`src/rtl/core_sequencer_if.sv`:
```
`default_nettype none
// ============================================================================
// Module      : core_sequencer_if
// Description : Control/status bundle between the instruction sequencer and
//               its decoder, instruction memory and data memory.
// Revision    : 1.0 - initial release
// ============================================================================
interface core_sequencer_if;
    logic        run;
    logic        dec_mem_read;
    logic        dec_mem_write;
    logic        dec_reg_write;
    logic        dec_illegal;
    logic        dmem_ready;
    logic        imem_en;
    logic        ir_we;
    logic        pc_we;
    logic        rf_we;
    logic        dmem_req;
    logic        dmem_we;
    logic [2:0]  state;
    logic        retired;
    logic [63:0] instret;
    logic [63:0] cycles;
    logic        fault;

    // Driver side: decoder, memories and run control
    modport master (
        output run, dec_mem_read, dec_mem_write, dec_reg_write, dec_illegal, dmem_ready,
        input  imem_en, ir_we, pc_we, rf_we, dmem_req, dmem_we, state, retired,
        input  instret, cycles, fault
    );

    // Sequencer side
    modport slave (
        input  run, dec_mem_read, dec_mem_write, dec_reg_write, dec_illegal, dmem_ready,
        output imem_en, ir_we, pc_we, rf_we, dmem_req, dmem_we, state, retired,
        output instret, cycles, fault
    );
endinterface
`default_nettype wire

```
`src/rtl/core_sequencer.sv`:
```
`default_nettype none
// ============================================================================
// Module      : core_sequencer
// Description : Multi-cycle instruction sequencer FETCH/FWAIT/EXEC/MEM/WB with
//               retire and active-cycle counters and a sticky fault/HALT.
// Revision    : 1.0 - initial release
// ============================================================================
module core_sequencer #(
    parameter int IMEM_LAT    = 1,
    parameter int MEM_TIMEOUT = 16
) (
    input  wire logic       clk,
    input  wire logic       reset,
    core_sequencer_if.slave bus
);

    localparam logic [2:0] c_IDLE  = 3'd0;
    localparam logic [2:0] c_FETCH = 3'd1;
    localparam logic [2:0] c_FWAIT = 3'd2;
    localparam logic [2:0] c_EXEC  = 3'd3;
    localparam logic [2:0] c_MEM   = 3'd4;
    localparam logic [2:0] c_WB    = 3'd5;
    localparam logic [2:0] c_HALT  = 3'd6;

    localparam logic [2:0] c_FWAIT_LAST = 3'(IMEM_LAT - 1);
    localparam logic [7:0] c_MEM_LAST   = 8'(MEM_TIMEOUT - 1);

    logic [2:0]  r_state;
    logic [2:0]  w_next_state;
    logic [2:0]  r_fwait_cnt;
    logic [7:0]  r_mem_cnt;
    logic        r_mem_read;
    logic        r_mem_write;
    logic        r_reg_write;
    logic        r_fault;
    logic [63:0] r_instret;
    logic [63:0] r_cycles;
    logic        w_set_fault;
    logic        w_fwait_done;
    logic        w_mem_timeout;
    logic        w_active;

    assign w_fwait_done  = (r_fwait_cnt == c_FWAIT_LAST);
    assign w_mem_timeout = (r_mem_cnt == c_MEM_LAST);
    assign w_active      = (r_state != c_IDLE) && (r_state != c_HALT);

    always_ff @(posedge clk or posedge reset) begin
        if (reset) begin
            r_state <= c_IDLE;
        end else begin
            r_state <= w_next_state;
        end
    end

    always_comb begin
        w_next_state = r_state;
        w_set_fault  = 1'b0;
        case (r_state)
            c_IDLE: begin
                if (bus.run) begin
                    w_next_state = c_FETCH;
                end
            end
            c_FETCH: begin
                w_next_state = c_FWAIT;
            end
            c_FWAIT: begin
                if (w_fwait_done) begin
                    w_next_state = c_EXEC;
                end
            end
            c_EXEC: begin
                if (bus.dec_illegal) begin
                    w_next_state = c_HALT;
                    w_set_fault  = 1'b1;
                end else if (bus.dec_mem_read || bus.dec_mem_write) begin
                    w_next_state = c_MEM;
                end else begin
                    w_next_state = c_WB;
                end
            end
            c_MEM: begin
                // A ready on the final allowed cycle still completes
                if (bus.dmem_ready) begin
                    w_next_state = c_WB;
                end else if (w_mem_timeout) begin
                    w_next_state = c_HALT;
                    w_set_fault  = 1'b1;
                end
            end
            c_WB: begin
                w_next_state = bus.run ? c_FETCH : c_IDLE;
            end
            c_HALT: begin
                w_next_state = c_HALT;
            end
            default: begin
                w_next_state = c_IDLE;
            end
        endcase
    end

    always_ff @(posedge clk or posedge reset) begin
        if (reset) begin
            r_fwait_cnt <= 3'd0;
        end else if ((r_state == c_FWAIT) && !w_fwait_done) begin
            r_fwait_cnt <= r_fwait_cnt + 3'd1;
        end else begin
            r_fwait_cnt <= 3'd0;
        end
    end

    always_ff @(posedge clk or posedge reset) begin
        if (reset) begin
            r_mem_cnt <= 8'd0;
        end else if ((r_state == c_MEM) && !bus.dmem_ready && !w_mem_timeout) begin
            r_mem_cnt <= r_mem_cnt + 8'd1;
        end else begin
            r_mem_cnt <= 8'd0;
        end
    end

    always_ff @(posedge clk or posedge reset) begin
        if (reset) begin
            r_mem_read  <= 1'b0;
            r_mem_write <= 1'b0;
            r_reg_write <= 1'b0;
        end else if (r_state == c_EXEC) begin
            r_mem_read  <= bus.dec_mem_read;
            r_mem_write <= bus.dec_mem_write;
            r_reg_write <= bus.dec_reg_write;
        end
    end

    always_ff @(posedge clk or posedge reset) begin
        if (reset) begin
            r_fault <= 1'b0;
        end else if (w_set_fault) begin
            r_fault <= 1'b1;
        end
    end

    // Counters wrap silently; HALT and IDLE are excluded by w_active
    always_ff @(posedge clk or posedge reset) begin
        if (reset) begin
            r_instret <= 64'd0;
            r_cycles  <= 64'd0;
        end else begin
            if (w_active) begin
                r_cycles <= r_cycles + 64'd1;
            end
            if (r_state == c_WB) begin
                r_instret <= r_instret + 64'd1;
            end
        end
    end

    assign bus.state    = r_state;
    assign bus.imem_en  = (r_state == c_FETCH);
    assign bus.ir_we    = (r_state == c_FWAIT) && w_fwait_done;
    assign bus.dmem_req = (r_state == c_MEM) && (r_mem_read || r_mem_write);
    assign bus.dmem_we  = (r_state == c_MEM) && r_mem_write;
    assign bus.pc_we    = (r_state == c_WB);
    assign bus.retired  = (r_state == c_WB);
    assign bus.rf_we    = (r_state == c_WB) && r_reg_write;
    assign bus.instret  = r_instret;
    assign bus.cycles   = r_cycles;
    assign bus.fault    = r_fault;

endmodule
`default_nettype wire

```
`src/flat_wrapper.sv`:
```
// flat-port wrapper written by rule: the top's interface ports become plain ports
module core_sequencer_flat 
#(
    parameter int IMEM_LAT    = 1,
    parameter int MEM_TIMEOUT = 16
)
  (clk, reset, bus_run, bus_dec_mem_read, bus_dec_mem_write, bus_dec_reg_write, bus_dec_illegal, bus_dmem_ready, bus_imem_en, bus_ir_we, bus_pc_we, bus_rf_we, bus_dmem_req, bus_dmem_we, bus_state, bus_retired, bus_instret, bus_cycles, bus_fault);
  core_sequencer_if bus_i ();
  input  wire logic clk;
  input  wire logic reset;
  input wire logic [$bits(bus_i.run)-1:0] bus_run;
  input wire logic [$bits(bus_i.dec_mem_read)-1:0] bus_dec_mem_read;
  input wire logic [$bits(bus_i.dec_mem_write)-1:0] bus_dec_mem_write;
  input wire logic [$bits(bus_i.dec_reg_write)-1:0] bus_dec_reg_write;
  input wire logic [$bits(bus_i.dec_illegal)-1:0] bus_dec_illegal;
  input wire logic [$bits(bus_i.dmem_ready)-1:0] bus_dmem_ready;
  output wire logic [$bits(bus_i.imem_en)-1:0] bus_imem_en;
  output wire logic [$bits(bus_i.ir_we)-1:0] bus_ir_we;
  output wire logic [$bits(bus_i.pc_we)-1:0] bus_pc_we;
  output wire logic [$bits(bus_i.rf_we)-1:0] bus_rf_we;
  output wire logic [$bits(bus_i.dmem_req)-1:0] bus_dmem_req;
  output wire logic [$bits(bus_i.dmem_we)-1:0] bus_dmem_we;
  output wire logic [$bits(bus_i.state)-1:0] bus_state;
  output wire logic [$bits(bus_i.retired)-1:0] bus_retired;
  output wire logic [$bits(bus_i.instret)-1:0] bus_instret;
  output wire logic [$bits(bus_i.cycles)-1:0] bus_cycles;
  output wire logic [$bits(bus_i.fault)-1:0] bus_fault;
  assign bus_i.run = bus_run;
  assign bus_i.dec_mem_read = bus_dec_mem_read;
  assign bus_i.dec_mem_write = bus_dec_mem_write;
  assign bus_i.dec_reg_write = bus_dec_reg_write;
  assign bus_i.dec_illegal = bus_dec_illegal;
  assign bus_i.dmem_ready = bus_dmem_ready;
  assign bus_imem_en = bus_i.imem_en;
  assign bus_ir_we = bus_i.ir_we;
  assign bus_pc_we = bus_i.pc_we;
  assign bus_rf_we = bus_i.rf_we;
  assign bus_dmem_req = bus_i.dmem_req;
  assign bus_dmem_we = bus_i.dmem_we;
  assign bus_state = bus_i.state;
  assign bus_retired = bus_i.retired;
  assign bus_instret = bus_i.instret;
  assign bus_cycles = bus_i.cycles;
  assign bus_fault = bus_i.fault;
  core_sequencer #(.IMEM_LAT(IMEM_LAT), .MEM_TIMEOUT(MEM_TIMEOUT)) u_core (.clk(clk), .reset(reset), .bus(bus_i));
endmodule
```
`config.mk`:
```
export PLATFORM = sky130hd
export DESIGN_NAME = core_sequencer_flat
export DESIGN_NICKNAME = d
export VERILOG_FILES = /design/src/rtl/core_sequencer_if.sv /design/src/rtl/core_sequencer.sv /design/src/flat_wrapper.sv
export SDC_FILE = /design/constraint.sdc
export NUM_CORES = 1
export LEC_CHECK = 0
export BUFFER_PORTS_ARGS = -buffer_cell sky130_fd_sc_hd__buf_2
export CAP_MARGIN = 20
export CORE_MARGIN = 4
export CORE_UTILIZATION = 45
export DETAILED_ROUTE_END_ITERATION = 6
export PLACE_DENSITY = 0.77
export RECOVER_POWER = 25
export SLEW_MARGIN = 5
export SYNTH_ARGS = -nofsm -noshare
export SYNTH_HDL_FRONTEND = slang
export SYNTH_SLANG_ARGS = --single-unit
```
`constraint.sdc`:
```
create_clock -name clk -period 17 [get_ports clk]
set_clock_uncertainty 0.1 [all_clocks]
set_input_delay 5.1 -clock clk [delete_from_list [all_inputs] [get_ports clk]]
set_output_delay 5.1 -clock clk [all_outputs]
set_load 0.005 [all_outputs]
```
==> results.cfg <==
[synthesis]
synth_most_common_cell = dfrtp_1
ys_ff_latch = 146
avgSynthCellArea_sq_um = 11.0
synthCells = 637
async_reset_ff_share_pct = 100
yosys.area.top_type = dfrtp_1
ys_top_cells_by_area = dfrtp_1, xnor2_1, xor2_1
syn_area_sq_mm = 0.00699
netlist_top_cells_count = dfrtp_1, xnor2_1, nand3_1, xor2_1, nand2_1
synth_edf_count = 0
yosysWarningCount = 0
ys_types = 49
synth_fp_nets = 650
yosysSeqAreaShare_pct = 52.3
ys.flop_type = dfrtp_1
synth_top_area_share_pct = 52.3

[power_and_ir_drop]
p_clk_share_pct = 44.2
comb_power_share_pct = 10.9
power.internal_uw = 669
powerDensity_mw_per_mm2 = 106
p_sw_uw = 222
seqPwrFrac_pct = 45.0
p_leak_nw = 4.25
sw_frac_of_total_pct = 24.9
irDropWorstVdd_mv = 0.0728

[finish]
diodes = 0
syn2layout_area_growth_pct = 20.1
drive_gt1_share_pct = 23.4
nFillCells = 1322
final_nets = 802

[critical_path]
cp.arrival_ns = 1.82
rr_startpoint = u_core.bus.state[0]$_DFFE_PP0P_
critical_path_required_ns = 11.80
path_class = flop to primary output
crit_fanout = 16
start_kind = flop
crit_start = u_core.bus.state[0]$_DFFE_PP0P_
r2r_slack_ns = 13.29
critPathCaptureType = primary output

[clock_network]
post-cts-setup-buffers = 0
cts_hold_buf = 0
clk_pin_slew_ns = 0.06
numCtsBuffers = 17
cts_tree = yes
cts-root-buf = clkbuf_16
clock_latency_ns = 0.43
cts.path.max_buffers = 2
post_cts_resized = 0
h-tree-depth = 4
cts_sinks = 146

[drt]
vias = 5402
wire_per_inst_um = 15.9
drc = 0
first_pass_iters = 5
drt_wl_total_um = 15800
vias_per_cell = 5.46
drtIter0Drc = 356
ant_nets = 0

[sta]
final.setup.tns_ns = 0
rsz0062_at_grt = false
max_freq_ghz = 0.142
holdWs_ns = 0.353
hold_viol = 0
min_period_ns = 7.02
worst_pin_slew_ns = 2.12
final-setup-viol-count = 0
slew_viol_final = 20
fin_crit_sh_pct = 41.3
relSlewSlack_pct = -42.3

[global_route]
antenna_found_initial = 0
grt_pass1_vias = 5196
grt_overflow = 0
grt_pass1_wl_um = 26500
grt_max_degree = 89
grt.total_usage_pct = 18.4

[floorplan]
num_rows = 45
die-area_sq_mm = 0.0176
fp.dieW_um = 133
dieHeight_um = 133
start_util_pct = 46.0
coreArea_sq_mm = 0.0152
num_io_pins = 147

[place]
post-dp-hpwl_um = 11200
gp_congestion = 0.792
port_buffers = 146

[hold_path]
min-delay-start = u_core.r_mem_cnt[0]$_DFF_PP0_
min_path_type = flop to flop

[flow_run]
drv_cap = 2

[status]
violations = capacitance limit, slew limit
status = finished, violations left
## cells in the final DEF (no fill, tap or decap), types with 16 or more instances in the layout
cell type,n
xnor2_1,85
and3_1,26
nor3_1,33
clkbuf_16,17
xor2_1,48
dfrtp_1,146
nor2_1,34
nand4_1,44
nand3_1,49
buf_2,146
nand2_1,46
nor4_1,16
## logic make-up (layout without fill, tap and decap cells)
kind of cell | count (synthesis) | after routing | synth area share, %
xor gates and xnor gates | 133 | 133 | 16.9
DFF | 146 | 146 | 52.3
and+or+nand+nor | 307 | 307 | 25.7
buffers and inverters | 29 | 194 | 1.99
adders and majority gates | 5 | 5 | 0.895
muxes | 4 | 4 | 0.645
AOI/OAI and AO/OA | 13 | 13 | 1.56
## worst max-delay path, stage by stage, from the launching register on
cell	delay (ns)
dfrtp_1	0.60
nand3b_1	0.30
inv_1	0.24
and2_1	0.15
buf_2	0.10
## through the flow
stage          instance area [sq um]  cells  setup WS (ns)  power [mW]  utilization [%]
2_1_floorplan                   6990    637           7.88       0.480                -
3_3_place_gp                    7880    958          10.30       0.513             51.9
3_5_place_dp                    7880    958          10.29       0.515             51.9
4_1_cts                         8510    990           9.98       0.911             56.0
5_1_grt                         8400    990           9.83       0.932             55.2
6_report                        8400    990           9.98       0.892             55.2
## path summary, 6_finish.rpt
check                      cells past startpoint                                  to
setup / recovery                               4                           bus_rf_we
hold / removal                                 1       u_core.r_mem_cnt[0]$_DFF_PP0_
setup reg to reg                               5  u_core.bus.instret[60]$_DFFE_PP0N_
hold reg to reg                                1       u_core.r_mem_cnt[0]$_DFF_PP0_
max in group asynchronous                      3  u_core.bus.instret[25]$_DFFE_PP0N_
min in group asynchronous                      2   u_core.bus.cycles[39]$_DFFE_PP0P_
## final cells by class
cell class                 instances  area (sq um)  area share, %
clock buffer                      23           468           5.57
clock inverter                     9           154           1.83
inverter                          15          61.3          0.730
multi-input combinational        462          3090           36.8
sequential                       146          3650           43.5
tap                              188           235           2.80
timing repair buffer             147           738           8.79
## flip-flops by register name (all words and copies together) (netlist names)
register / count
u_core.r_reg_write: 1
u_core.bus.instret: 64
u_core.r_mem_read: 1
u_core.bus.fault: 1
u_core.bus.cycles: 64
u_core.r_mem_cnt: 8
u_core.r_mem_write: 1
u_core.r_fwait_cnt: 3
u_core.bus.state: 3
## power groups by stage
stage | sequential [mW] | combinational, mW | clock, mW
4_1_cts | 0.405 | 0.105 | 0.401
2_1_floorplan | 0.399 | 0.0811 | 0
5_1_grt | 0.405 | 0.110 | 0.417
6_report | 0.401 | 0.0971 | 0.394
3_3_place_gp | 0.411 | 0.102 | 0
3_5_place_dp | 0.411 | 0.104 | 0
## layer usage
| metal | part of all wire, % | routed length (um) | vias to the layer above | global-route usage [%] |
|---|---|---|---|---|
| li1 | - | - | 2545 | - |
| met1 | 45 | 7130 | 2679 | 24.9 |
| met3 | 4.9 | 771 | 33 | 4.14 |
| met4 | 2.2 | 350 | 0 | 6.93 |
| met5 | 0 | 0 | - | 0 |
| met2 | 48 | 7510 | 145 | 29.1 |
Power figures use the tool's default switching activity.
